--- config.mk ---
export PLATFORM = sky130hd
export DESIGN_NAME = mem_to_fifo
export DESIGN_NICKNAME = d
export VERILOG_FILES = /design/src/rtl/dflow_pkg.sv /design/src/rtl/mem_rd_credit.sv /design/src/rtl/mem_to_fifo.sv
export SDC_FILE = /design/constraint.sdc
export NUM_CORES = 1
export LEC_CHECK = 0
export CAP_MARGIN = 10
export CELL_PAD_IN_SITES_DETAIL_PLACEMENT = 1
export CELL_PAD_IN_SITES_GLOBAL_PLACEMENT = 2
export CORE_UTILIZATION = 30
export DETAILED_ROUTE_END_ITERATION = 8
export MAX_ROUTING_LAYER = met4
export PLACE_DENSITY_LB_ADDON = 0.1
export SLEW_MARGIN = 20
export SYNTH_ARGS = -nofsm -noshare
export SYNTH_HDL_FRONTEND = slang
export SYNTH_SLANG_ARGS = --single-unit
--- constraint.sdc ---
create_clock -name clk -period 18.6 [get_ports clk]
set_input_delay 3.72 -clock clk [delete_from_list [all_inputs] [get_ports clk]]
set_output_delay 3.72 -clock clk [all_outputs]
set_load 0.01 [all_outputs]
--- src/rtl/dflow_pkg.sv ---
// Shared defaults, replay FSM state encoding and small helpers for the dataflow replay path.
package dflow_pkg;

    localparam int unsigned FIFO_DATA_WIDTH_DEF = 144;
    localparam int unsigned MEM_ADDR_WIDTH_DEF  = 19;
    localparam int unsigned MEM_DATA_WIDTH_DEF  = 144;
    localparam int unsigned MAX_OUTSTANDING_DEF = 16;
    localparam int unsigned STATE_W             = 3;

    localparam logic [STATE_W-1:0] ST_IDLE     = 3'd0;
    localparam logic [STATE_W-1:0] ST_WAIT_CAL = 3'd1;
    localparam logic [STATE_W-1:0] ST_READ     = 3'd2;
    localparam logic [STATE_W-1:0] ST_DRAIN    = 3'd3;
    localparam logic [STATE_W-1:0] ST_DONE     = 3'd4;

    // Counter width able to hold the values 0..max_val inclusive.
    function automatic int unsigned cnt_width(input int unsigned max_val);
        return $clog2(max_val + 1);
    endfunction

endpackage

--- src/rtl/mem_rd_credit.sv ---
// Tracks reads in flight and decides whether another read may be issued.
// A return with nothing outstanding is flagged as an error and not accepted.
module mem_rd_credit
    import dflow_pkg::*;
#(
    parameter  int unsigned MAX_OUTSTANDING = MAX_OUTSTANDING_DEF,
    localparam int unsigned CNT_W           = cnt_width(MAX_OUTSTANDING)
)(
    input  logic clk,
    input  logic rst,
    input  logic sw_rst,
    input  logic issue,
    input  logic rd_valid,
    output logic can_issue_c,
    output logic rd_accept_c,
    output logic rd_err_c,
    output logic idle_c
);

    logic [CNT_W-1:0] outstanding;

    // Issue permit and return classification.
    always_comb begin
        can_issue_c = (outstanding < CNT_W'(MAX_OUTSTANDING));
        rd_accept_c = rd_valid && (outstanding != '0);
        rd_err_c    = rd_valid && (outstanding == '0);
        idle_c      = (outstanding == '0) && !rd_valid;
    end

    // Outstanding count: +1 on issue, -1 on accepted return, hold when both.
    always_ff @(posedge clk or posedge rst) begin
        if (rst) begin
            outstanding <= '0;
        end else if (sw_rst) begin
            outstanding <= '0;
        end else begin
            case ({issue && can_issue_c, rd_accept_c})
                2'b10:   outstanding <= outstanding + CNT_W'(1);
                2'b01:   outstanding <= outstanding - CNT_W'(1);
                default: outstanding <= outstanding;
            endcase
        end
    end

endmodule

--- src/rtl/mem_to_fifo.sv ---
// Replays a stored tuple region from memory into an output FIFO.
// Read commands are registered: the permit is evaluated on a clock edge and
// app_rd_cmd/app_rd_addr present that read for the following cycle.
module mem_to_fifo
    import dflow_pkg::*;
#(
    parameter int unsigned FIFO_DATA_WIDTH = FIFO_DATA_WIDTH_DEF,
    parameter int unsigned MEM_ADDR_WIDTH  = MEM_ADDR_WIDTH_DEF,
    parameter int unsigned MEM_DATA_WIDTH  = MEM_DATA_WIDTH_DEF,
    parameter int unsigned MAX_OUTSTANDING = MAX_OUTSTANDING_DEF
)(
    input  logic                       clk,
    input  logic                       rst,
    input  logic                       sw_rst,
    input  logic                       cal_done,
    input  logic                       start_replay,
    input  logic                       loop_en,
    input  logic [MEM_ADDR_WIDTH-1:0]  dflow_addr_low,
    input  logic [MEM_ADDR_WIDTH-1:0]  dflow_addr_end,
    output logic                       app_rd_cmd,
    output logic [MEM_ADDR_WIDTH-1:0]  app_rd_addr,
    input  logic                       app_rd_valid,
    input  logic [MEM_DATA_WIDTH-1:0]  app_rd_data,
    output logic                       fifo_wr_en,
    output logic [FIFO_DATA_WIDTH-1:0] fifo_data,
    input  logic                       fifo_prog_full,
    output logic [31:0]                pass_count,
    output logic                       replay_done,
    output logic                       rd_err
);

    if (MEM_DATA_WIDTH != FIFO_DATA_WIDTH) begin : g_width_check
        $error("mem_to_fifo: MEM_DATA_WIDTH must equal FIFO_DATA_WIDTH");
    end

    logic [STATE_W-1:0]        state, state_next;
    logic [MEM_ADDR_WIDTH-1:0] rd_ptr, rd_ptr_next;
    logic [MEM_ADDR_WIDTH-1:0] lat_low, lat_low_next;
    logic [MEM_ADDR_WIDTH-1:0] lat_end, lat_end_next;
    logic [31:0]               pass_next;
    logic                      issue_c;
    logic                      last_c;
    logic                      can_issue_c;
    logic                      rd_accept_c;
    logic                      rd_err_c;
    logic                      idle_c;

    mem_rd_credit #(
        .MAX_OUTSTANDING (MAX_OUTSTANDING)
    ) u_credit (
        .clk         (clk),
        .rst         (rst),
        .sw_rst      (sw_rst),
        .issue       (issue_c),
        .rd_valid    (app_rd_valid),
        .can_issue_c (can_issue_c),
        .rd_accept_c (rd_accept_c),
        .rd_err_c    (rd_err_c),
        .idle_c      (idle_c)
    );

    assign last_c = (rd_ptr == (lat_end - MEM_ADDR_WIDTH'(1)));

    // State register.
    always_ff @(posedge clk or posedge rst) begin
        if (rst) begin
            state <= ST_IDLE;
        end else if (sw_rst) begin
            state <= ST_IDLE;
        end else begin
            state <= state_next;
        end
    end

    // Next state, read issue and address/pass bookkeeping.
    always_comb begin
        state_next   = state;
        rd_ptr_next  = rd_ptr;
        lat_low_next = lat_low;
        lat_end_next = lat_end;
        pass_next    = pass_count;
        issue_c      = 1'b0;
        case (state)
            ST_IDLE: begin
                if (start_replay) begin
                    state_next   = ST_WAIT_CAL;
                    lat_low_next = dflow_addr_low;
                    lat_end_next = dflow_addr_end;
                    rd_ptr_next  = dflow_addr_low;
                end
            end
            ST_WAIT_CAL: begin
                if (!start_replay) begin
                    state_next = ST_DRAIN;
                end else if (cal_done) begin
                    state_next = (lat_end == lat_low) ? ST_DONE : ST_READ;
                end
            end
            ST_READ: begin
                if (!start_replay) begin
                    state_next = ST_DRAIN;
                end else if (cal_done && !fifo_prog_full && can_issue_c) begin
                    issue_c = 1'b1;
                    if (last_c) begin
                        pass_next = pass_count + 32'd1;
                        if (loop_en) begin
                            rd_ptr_next = lat_low;
                        end else begin
                            rd_ptr_next = rd_ptr + MEM_ADDR_WIDTH'(1);
                            state_next  = ST_DRAIN;
                        end
                    end else begin
                        rd_ptr_next = rd_ptr + MEM_ADDR_WIDTH'(1);
                    end
                end
            end
            ST_DRAIN: begin
                if (idle_c) begin
                    state_next = ST_DONE;
                end
            end
            ST_DONE: begin
                if (!start_replay) begin
                    state_next = ST_IDLE;
                end
            end
            default: begin
                state_next = ST_IDLE;
            end
        endcase
    end

    // Datapath and registered outputs.
    always_ff @(posedge clk or posedge rst) begin
        if (rst) begin
            rd_ptr      <= '0;
            lat_low     <= '0;
            lat_end     <= '0;
            pass_count  <= '0;
            app_rd_cmd  <= 1'b0;
            app_rd_addr <= '0;
            fifo_wr_en  <= 1'b0;
            fifo_data   <= '0;
            replay_done <= 1'b0;
            rd_err      <= 1'b0;
        end else if (sw_rst) begin
            rd_ptr      <= '0;
            lat_low     <= '0;
            lat_end     <= '0;
            pass_count  <= '0;
            app_rd_cmd  <= 1'b0;
            app_rd_addr <= '0;
            fifo_wr_en  <= 1'b0;
            fifo_data   <= '0;
            replay_done <= 1'b0;
            rd_err      <= 1'b0;
        end else begin
            rd_ptr      <= rd_ptr_next;
            lat_low     <= lat_low_next;
            lat_end     <= lat_end_next;
            pass_count  <= pass_next;
            app_rd_cmd  <= issue_c;
            app_rd_addr <= issue_c ? rd_ptr : app_rd_addr;
            fifo_wr_en  <= rd_accept_c;
            fifo_data   <= rd_accept_c ? FIFO_DATA_WIDTH'(app_rd_data) : fifo_data;
            replay_done <= (state_next == ST_DONE);
            rd_err      <= rd_err | rd_err_c;
        end
    end

endmodule

* Word level (Yosys, flattened, before mapping) *
Cells that the tools add are included.
Widths: inputs -> output; s select.

storage, ports and cells
  memory bits (read-only) = 0
  latch bits = 0
  memory bits (writable) = 0
  input bits = 190
  register bits after elaboration = 264
  word-level logic and storage cells = 96
  output and inout bits = 199
  memories kept = 0

cells by class
  multiply operators = 0
  shift-type cells = 0
  equality and inequality tests = 12
  bitwise operators = 1
  reduce and logical (&&, ||, !) cells = 23
  mux-type cells = 42
  add/sub/neg operators = 5
  div/mod/pow operators = 0
  $lt $le $gt $ge = 1

operator list
  cell                   count
  $mux 144               2
  $mux 19                13
  $mux 32                5
  $eq 19x19->1           2
  $pmux 19 s2            1
  $mux 3                 11
  $add 32x1->32 const B  1
  $add 19x1->19 const B  1
  $sub 19x1->19 const B  1
  $pmux 3 s5             1
  $reduce_bool 2->1      7
  $pmux 5 s2             1
  $ne 3x3->1 const B     3
  $reduce_and 4->1       2
  $mux 1                 7
  $eq 3x2->1 const B     2
  $eq 3x3->1 const B     2
  $logic_and 1x1->1      6
  $reduce_bool 3->1      2
  $add 5x1->5 const B    1
  $logic_not 5->1        1
  $lt 5x5->1 const B     1
  $mux 5                 1
  $reduce_bool 5->1      1
  8 further kinds        9

* Depth between registers and ports, before layout *
  depth after elaboration = 10
  gate-level depth with buffers = 13
  depth with buffers taken out = 11

* Modules after synthesis *
Synthesis repeated with hierarchy kept, for this count alone.

unflattened totals
  cell total of the unflattened synthesis = 1,308
  area total of the unflattened synthesis = 12,811.0 um2

by module, submodules not included
  module         area an instance (um2)  sequential area each (um2)  cells each  instances
  mem_to_fifo    12,364.4                6,481.2                     1,258       1
  mem_rd_credit  446.7                   125.1                       50          1

* Worst setup path before layout *
OpenSTA, ideal clock, no wires.

  path kind = input to register
  start = input start_replay
  end = register u_credit.outstanding[4]
  arrival time = 5.757 ns
  path slack = 12.711 ns
  cell stages on the path = 11
  required time = 18.468 ns
  buffers on the path = 0
  setup time = 0.132 ns
  cells stage by stage = nand2_1 -> nor4b_1 -> and2_1 -> nor2_1 -> fa_1 -> a21o_1 -> a21oi_1 -> nor3_1 -> a21oi_1 -> xor2_1 -> nor2_1

on the way
  longest elaborated chain between the ends = 6
  elaborated cells on any way between the ends = 8
  those cells by class = 2 x eq/ne; 4 x mux; 2 x reduce/logical

ends and longest elaborated chain
  item                                      line                 RTL
  start, declared                           mem_to_fifo.sv:16    input logic start_replay,
  $mux 1 *                                  mem_to_fifo.sv:100   if (!start_replay) begin
  $mux 1 *                                  mem_to_fifo.sv:83    case (state)
  $logic_and 1x1->1 *                       mem_rd_credit.sv:37  case ({issue && can_issue_c, rd_accept_c})
  $eq 2x1->1 or $eq 2x2->1 (tied branches)  mem_rd_credit.sv:37
  $pmux 5 s2                                mem_rd_credit.sv:37
  $mux 5                                    mem_rd_credit.sv:34  end else if (sw_rst) begin
  end signal, assigned                      mem_rd_credit.sv:38  2'b10: outstanding <= outstanding + CNT_W'(1);
  end signal, assigned                      mem_rd_credit.sv:39  2'b01: outstanding <= outstanding - CNT_W'(1);
  end signal, assigned                      mem_rd_credit.sv:40  default: outstanding <= outstanding;
  end, declared                             mem_rd_credit.sv:20  logic [CNT_W-1:0] outstanding;

Mark *: on every way between the ends. The rest lies on a longest branch, timed or not.
A chain may end at the register's enable or synchronous reset.

* Worst setup path after layout *
  start = input start_replay
  end = register pass_count[17]

on the way
  longest elaborated chain between the ends = 2

ends and longest elaborated chain
  item                                line                RTL
  $reduce_bool 2->1 (no source line)  -
  $reduce_and 4->1 (no source line)   -
  end signal, assigned                mem_to_fifo.sv:161  pass_count <= pass_next;
  end, declared                       mem_to_fifo.sv:27   output logic [31:0] pass_count,

No other way between the ends.

==> results.ini <==
[logic_synthesis]
avgSynthCellArea_um2 = 8.81
yosysUniqueCellTypes = 71
syn_area_um2 = 12800
synth_warnings = 0
synth_enable_flop_cells = 0
synth-async-reset-ratio_pct = 100
synth.most_common_cell = nand2_1
ys_seq_area_share_pct = 51.4
ys_top_cells_by_count = 428 x nand2_1, 264 x dfrtp_1, 236 x a21oi_1
syn_nets = 1655
synthFlopType = dfrtp_1
netlist_top_cells_area = dfrtp_1 51%, nand2_1 13%, a21oi_1 9.2%, xnor2_1 3.0%, xor2_1 2.7%
synth-seq-cells = 264
synthCells = 1458
synth_area_leader_cell = dfrtp_1
synth_top_area_share_pct = 51.4

[cts]
numCtsBuffers = 35
cts_tree = done
clockBufferDepth = 3
cts_resized = 0
cts.hold.buffers_added = 0
cts_root_buf = clkbuf_16
cts_setup_buffers = 0
clk_pin_slew_worst_paths_ps = 50
clk_latency_ps = 550
clock-sinks = 264
htree_levels = 2

[sta]
rsz0062_at_grt = false
slew_violations = 0
worst_slew_pin_slew_ps = 1050
final.min_clock_period_ps = 7370
max_freq_ghz = 0.136
fin_crit_sh_pct = 39.6
hold_viol = 0
fin_worst_skew_ps = 14.1
setup-violations-final = 0
worst_slack_ps = 11230
fin_tns_setup_ps = 0
timing.slew.headroom_pct = 30.0

[worst_setup_path]
cp_top_family = simple AND/OR/NAND/NOR gates
slowest_delay_ps = 790
criticalPathCategory = input port to flip-flop
start_kind = input port
cp_num_buf_inv = 1
crit_top_cell = nand2_1
worstPathArrival_ps = 7830
path_cells = clkdlybuf4s50_1 -> nand2_1 -> nor4b_1 -> nand2_1 -> nor2_1 -> nand3_1 -> or2_4 -> or4_1 -> a21oi_1
crit_required_ps = 19060
slowest_stage = nand2_1
cp_max_fo = 24
end_kind = flip-flop

[outcome]
status = complete, no violations

[final_layout]
nFillCells = 4809
syn_to_final_growth_pct = 41.8
nets = 1979
layout-drive-gt1-share_pct = 5.60
fin_area_um2 = 18200

[global_route]
grt_max_degree = 133
grt_pass1_vias = 12300
grt_usage_pct = 22.9
grt_pass1_wl_um = 74800
antenna_found_initial = 8
overflow = 0

[route]
wl_per_cell_um = 20.6
post_drt_via_cell_ratio = 4.96
drt_iter0_drc = 561
ant_nets = 0
drt_first_pass_iters = 4
vias = 11700
drt-total-wl_um = 48400
drc = 0

[placed_design]
place_area_um2 = 17000
place.gp.congestion = 0.840
dp_hpwl_um = 33300
io_buffer_count = 388
preCtsSetupSlack_ps = 10550

[worst_hold_path]
hp-class = flip-flop to flip-flop

[power_and_ir_drop]
max-vdd-ir-drop_mv = 0.0849
p_leak_nw = 7.32
p_per_area_nw_per_um2 = 126

[die]
row_count = 75
fp.dieH_um = 209
die-area_um2 = 43700
initial_core_util_pct = 30.5
coreArea_um2 = 42100
dieWidth_um = 209
io_pins = 389

[flow_run]
drv_cap = 0

-- state kept, by name, indices dropped and copies added (netlist names) --
signal	cells
state	3
u_credit.outstanding	5
pass_count	32
app_rd_cmd	1
app_rd_addr	19
replay_done	1
lat_end	19
fifo_wr_en	1
rd_ptr	19
lat_low	19
rd_err	1
fifo_data	144
-- kinds of logic (layout without fill, tap and decap cells) --
kind of cell             count (synthesis)  after routing  share of synthesized area (%)
AND/OR/NAND/NOR                        656            656                           22.9
AO/OA/AOI/OAI                          302            302                           13.9
flip-flops                             264            264                           51.4
buffers and inverters                  134            480                           4.40
XOR/XNOR                                84             84                           5.73
multiplexers                            11             11                          0.896
adder cells (fa/ha/maj)                  7              7                          0.740
other                                    0              8                              0
-- final cells by class --
cell class                 count  area [um^2]  share of cell area [%]
multi-input combinational   1060         5690                    31.2
antenna                        8         20.0                   0.110
sequential                   264         6610                    36.3
clock inverter                 6         98.8                   0.542
timing repair buffer         401         4010                    22.0
tap                          539          674                    3.70
clock buffer                  53         1040                    5.73
inverter                      20         82.6                   0.453
-- worst reg2reg max path, cell delays in order, from the launching register on --
cell,delay [ps]
dfrtp_1,460
nor2_1,250
nor4b_1,730
nand2_1,800
nor2_1,290
nand3_1,460
or2_4,460
or4_1,520
a21oi_1,150
-- per-stage QoR --
step / utilization, % / total power [W] / instances / hold slack (ps)
after floorplan: - / 0.00124 / 1458 / 516
after global placement: 40.4 / 0.00161 / 2283 / 489
after detailed placement: 40.4 / 0.00163 / 2283 / 503
after CTS: 43.1 / 0.00233 / 2342 / 513
after global routing: 43.2 / 0.00244 / 2351 / 543
final: 43.2 / 0.00230 / 2351 / 506
-- cells in the final DEF (no fill, tap or decap), types with 3 or more instances in the layout --
cell type	Yosys	final
nand2_1	428	427
ha_1	6	6
clkbuf_1	93	9
a311oi_1	5	5
dfrtp_1	264	264
a21oi_1	236	236
nor3_2	2	3
a211oi_1	4	4
o21ai_0	13	13
or3_1	22	22
nand2b_1	6	6
o31ai_1	3	3
buf_4	1	12
xor2_1	40	40
a21o_1	3	3
nor4_1	11	11
inv_1	20	19
mux2_2	3	3
nor3b_1	5	5
nor3_1	21	20
nor2_1	71	71
o41ai_1	3	3
diode_2	0	8
nand3b_1	4	4
xnor2_1	44	44
and4_1	3	3
mux2i_1	7	7
clkbuf_8	0	9
nor2b_1	5	5
nand3_1	29	29
clkdlybuf4s50_1	0	387
or4_1	7	7
a311oi_2	11	11
clkbuf_16	0	36
nand4_1	19	19
-- power by group --
group	switching [W]	internal [W]	total (W)
combinational	0.000486	0.000352	0.000838
sequential	0.0000946	0.000683	0.000778
clock	0.000267	0.000415	0.000682
total	0.000847	0.00145	0.00230
-- final timing paths --
kind / to / start / cells past startpoint / slack, ps
worst min-delay path: rd_err / rd_err / 2 / 510
worst max-delay path: pass_count[17] / start_replay / 9 / 11230
worst min register to register: rd_err / rd_err / 2 / 510
worst max register to register: pass_count[17] / state[2] / 8 / 14390
min in group asynchronous: fifo_data[19] / rst / 2 / 3710
max in group asynchronous: fifo_data[32] / rst / 3 / 13450
-- routing by layer --
metal | GRT usage [%] | up-vias | routed length [um]
li1 | - | 5539 | -
met1 | 27.4 | 5785 | 20300
met2 | 36.1 | 271 | 23300
met3 | 7.87 | 59 | 3830
met4 | 7.56 | 0 | 1030
met5 | - | - | 0
(Power assumes the default switching activity.)
==> RTL change (same settings) <==
Set the package constant `MEM_ADDR_WIDTH_DEF` to 27 (it was 19).
--- a/src/rtl/dflow_pkg.sv
+++ b/src/rtl/dflow_pkg.sv
@@ -3,5 +3,5 @@
 
     localparam int unsigned FIFO_DATA_WIDTH_DEF = 144;
-    localparam int unsigned MEM_ADDR_WIDTH_DEF  = 19;
+    localparam int unsigned MEM_ADDR_WIDTH_DEF  = 27;
     localparam int unsigned MEM_DATA_WIDTH_DEF  = 144;
     localparam int unsigned MAX_OUTSTANDING_DEF = 16;
Interface: changed (resized app_rd_addr, dflow_addr_end and dflow_addr_low); port bits go from 389 to 413. The function was not compared with the original's and may differ.
==> RTL change against the unedited design <==
- sequential power rose by 12%
- power is 8.2% higher
- final area increased by 13%
- worst hold slack better by 12 ps
- wire length is 23% higher
- sequential cell count grew 32
- synthesized area rose by 14%
- worst setup slack improved by 800 ps
==> RTL change: results (changes against the unedited design) <==
metric,value,unit,change
status,finished clean,,unchanged
grtUsageTotal,24.4,%,was 22.9%
grtUsageMet2,39.9,%,was 36.1%
whs,518,ps,was 506 ps
reg.largest.list,"fifo_data (144), pass_count (32)",,unchanged
numCtsBuffers,38,,was 35
port-buffer-count,412,,was 388
netlist_top_cells_area,"dfrtp_1 (51%), nand2_1 (13%), a21oi_1 (9.3%)",,"was dfrtp_1 (51%), nand2_1 (13%), a21oi_1 (9.2%)"
final_nets,2257,,was 1979
vias,14000,,was 11700
grt_start_max_net_pins,130,,was 133
grt_pass1_vias,14800,,was 12300
htreeDepth,2,,unchanged
drt_wl_total,59700,um,was 48400 um
finClkSkew,12.4,ps,was 14.1 ps
die-area,49800,um^2,was 43700 um^2
min_from,fifo_data[134]$_DFFE_PP0P_,,was rd_err$_DFF_PP0_
n_fill_cell,5544,,was 4809
ff2ff_setup_slack,13850,ps,was 14390 ps
rr_startpoint,lat_end[0]$_DFFE_PP0P_,,was state[2]$_DFF_PP0_
synth.distinct_cells,58,,was 71
gp_congestion,0.832,,was 0.840
drt_iter0_markers,890,,was 561
synth_commonest_cells,"nand2_1 (499), dfrtp_1 (296), a21oi_1 (271)",,"was nand2_1 (428), dfrtp_1 (264), a21oi_1 (236)"
drive_above_1_share,5.40,%,was 5.60%
syn_nets,1923,,was 1655
ys_seq_area_share,50.5,%,was 51.4%
leakage,8.29,nW,was 7.32 nW
met3_usage,7.66,%,was 7.87%
drtPass1Iterations,5,,was 4
reg2reg_to,pass_count[26]$_DFFE_PP0P_,,was pass_count[17]$_DFFE_PP0P_
critPathArrivalTime,7050,ps,was 7830 ps
dpl-instance-area,19200,um^2,was 17000 um^2
grt_first_pass_wirelength,90900,um,was 74800 um
antenna_found_initial,10,,was 8
holdPathEnd,fifo_data[134]$_DFFE_PP0P_,,was rd_err$_DFF_PP0_
critPathMaxFanout,17,,was 24
cp-startpoint,cal_done,,was start_replay
irDropWorstVdd,0.104,mV,was 0.0849 mV
==> RTL change: cells by family (layout without fill, tap and decap cells) <==
kind of cell               after synthesis  in the layout  synth area share [%]
AOI/OAI and AO/OA                      412            412                  16.6
xor gates and xnor gates                74             74                  4.42
adders and majority gates                7              7                 0.649
buffers and inverters                  149            512                  3.84
DFF                                    296            296                  50.5
muxes                                   14             14                  1.02
other                                    0              9                     0
and+or+nand+nor                        758            758                  23.0
==> RTL change: final cells by class <==
| cell class | count | share of cell area [%] |
|---|---|---|
| clock buffers | 56 | 5.60 |
| multi-input cells | 1265 | 32.7 |
| well taps | 615 | 3.75 |
| inverters | 13 | 0.274 |
| clock inverters | 13 | 0.701 |
| repair buffers | 430 | 20.8 |
| diodes | 9 | 0.110 |
| flip-flops and latches | 296 | 36.1 |
==> RTL change: layer usage <==
layer  part of all wire [%]  wire (um)  up-vias
met5                      0          0        -
met4                    2.0       1190        0
met1                     42      25200     7028
li1                       -          -     6558
met3                    7.6       4550       64
met2                     48      28800      345
==> RTL change: critical path: stages <==
cell,delay (ps)
clkdlybuf4s50_1,540
or3b_2,490
nand2_1,100
nand3_1,610
nor2_1,710
buf_4,320
o21a_1,180
o21a_1,140
a21o_1,120
a32o_1,110
==> RTL change: report_power, final <==
part	switching (mW)	internal [mW]
Clock	0.303	0.469
Sequential	0.110	0.763
Combinational	0.480	0.362
==> RTL change: stage by stage <==
stage          power [mW]  utilization [%]  instances  setup slack (ps)
4_1_cts              2.52             42.8       2688             11860
2_1_floorplan        1.31                -       1710              6700
5_1_grt              2.62             42.8       2697             11820
3_5_place_dp         1.73             40.1       2619             11270
6_report             2.49             42.8       2697             12030
3_3_place_gp         1.72             40.1       2619             11310
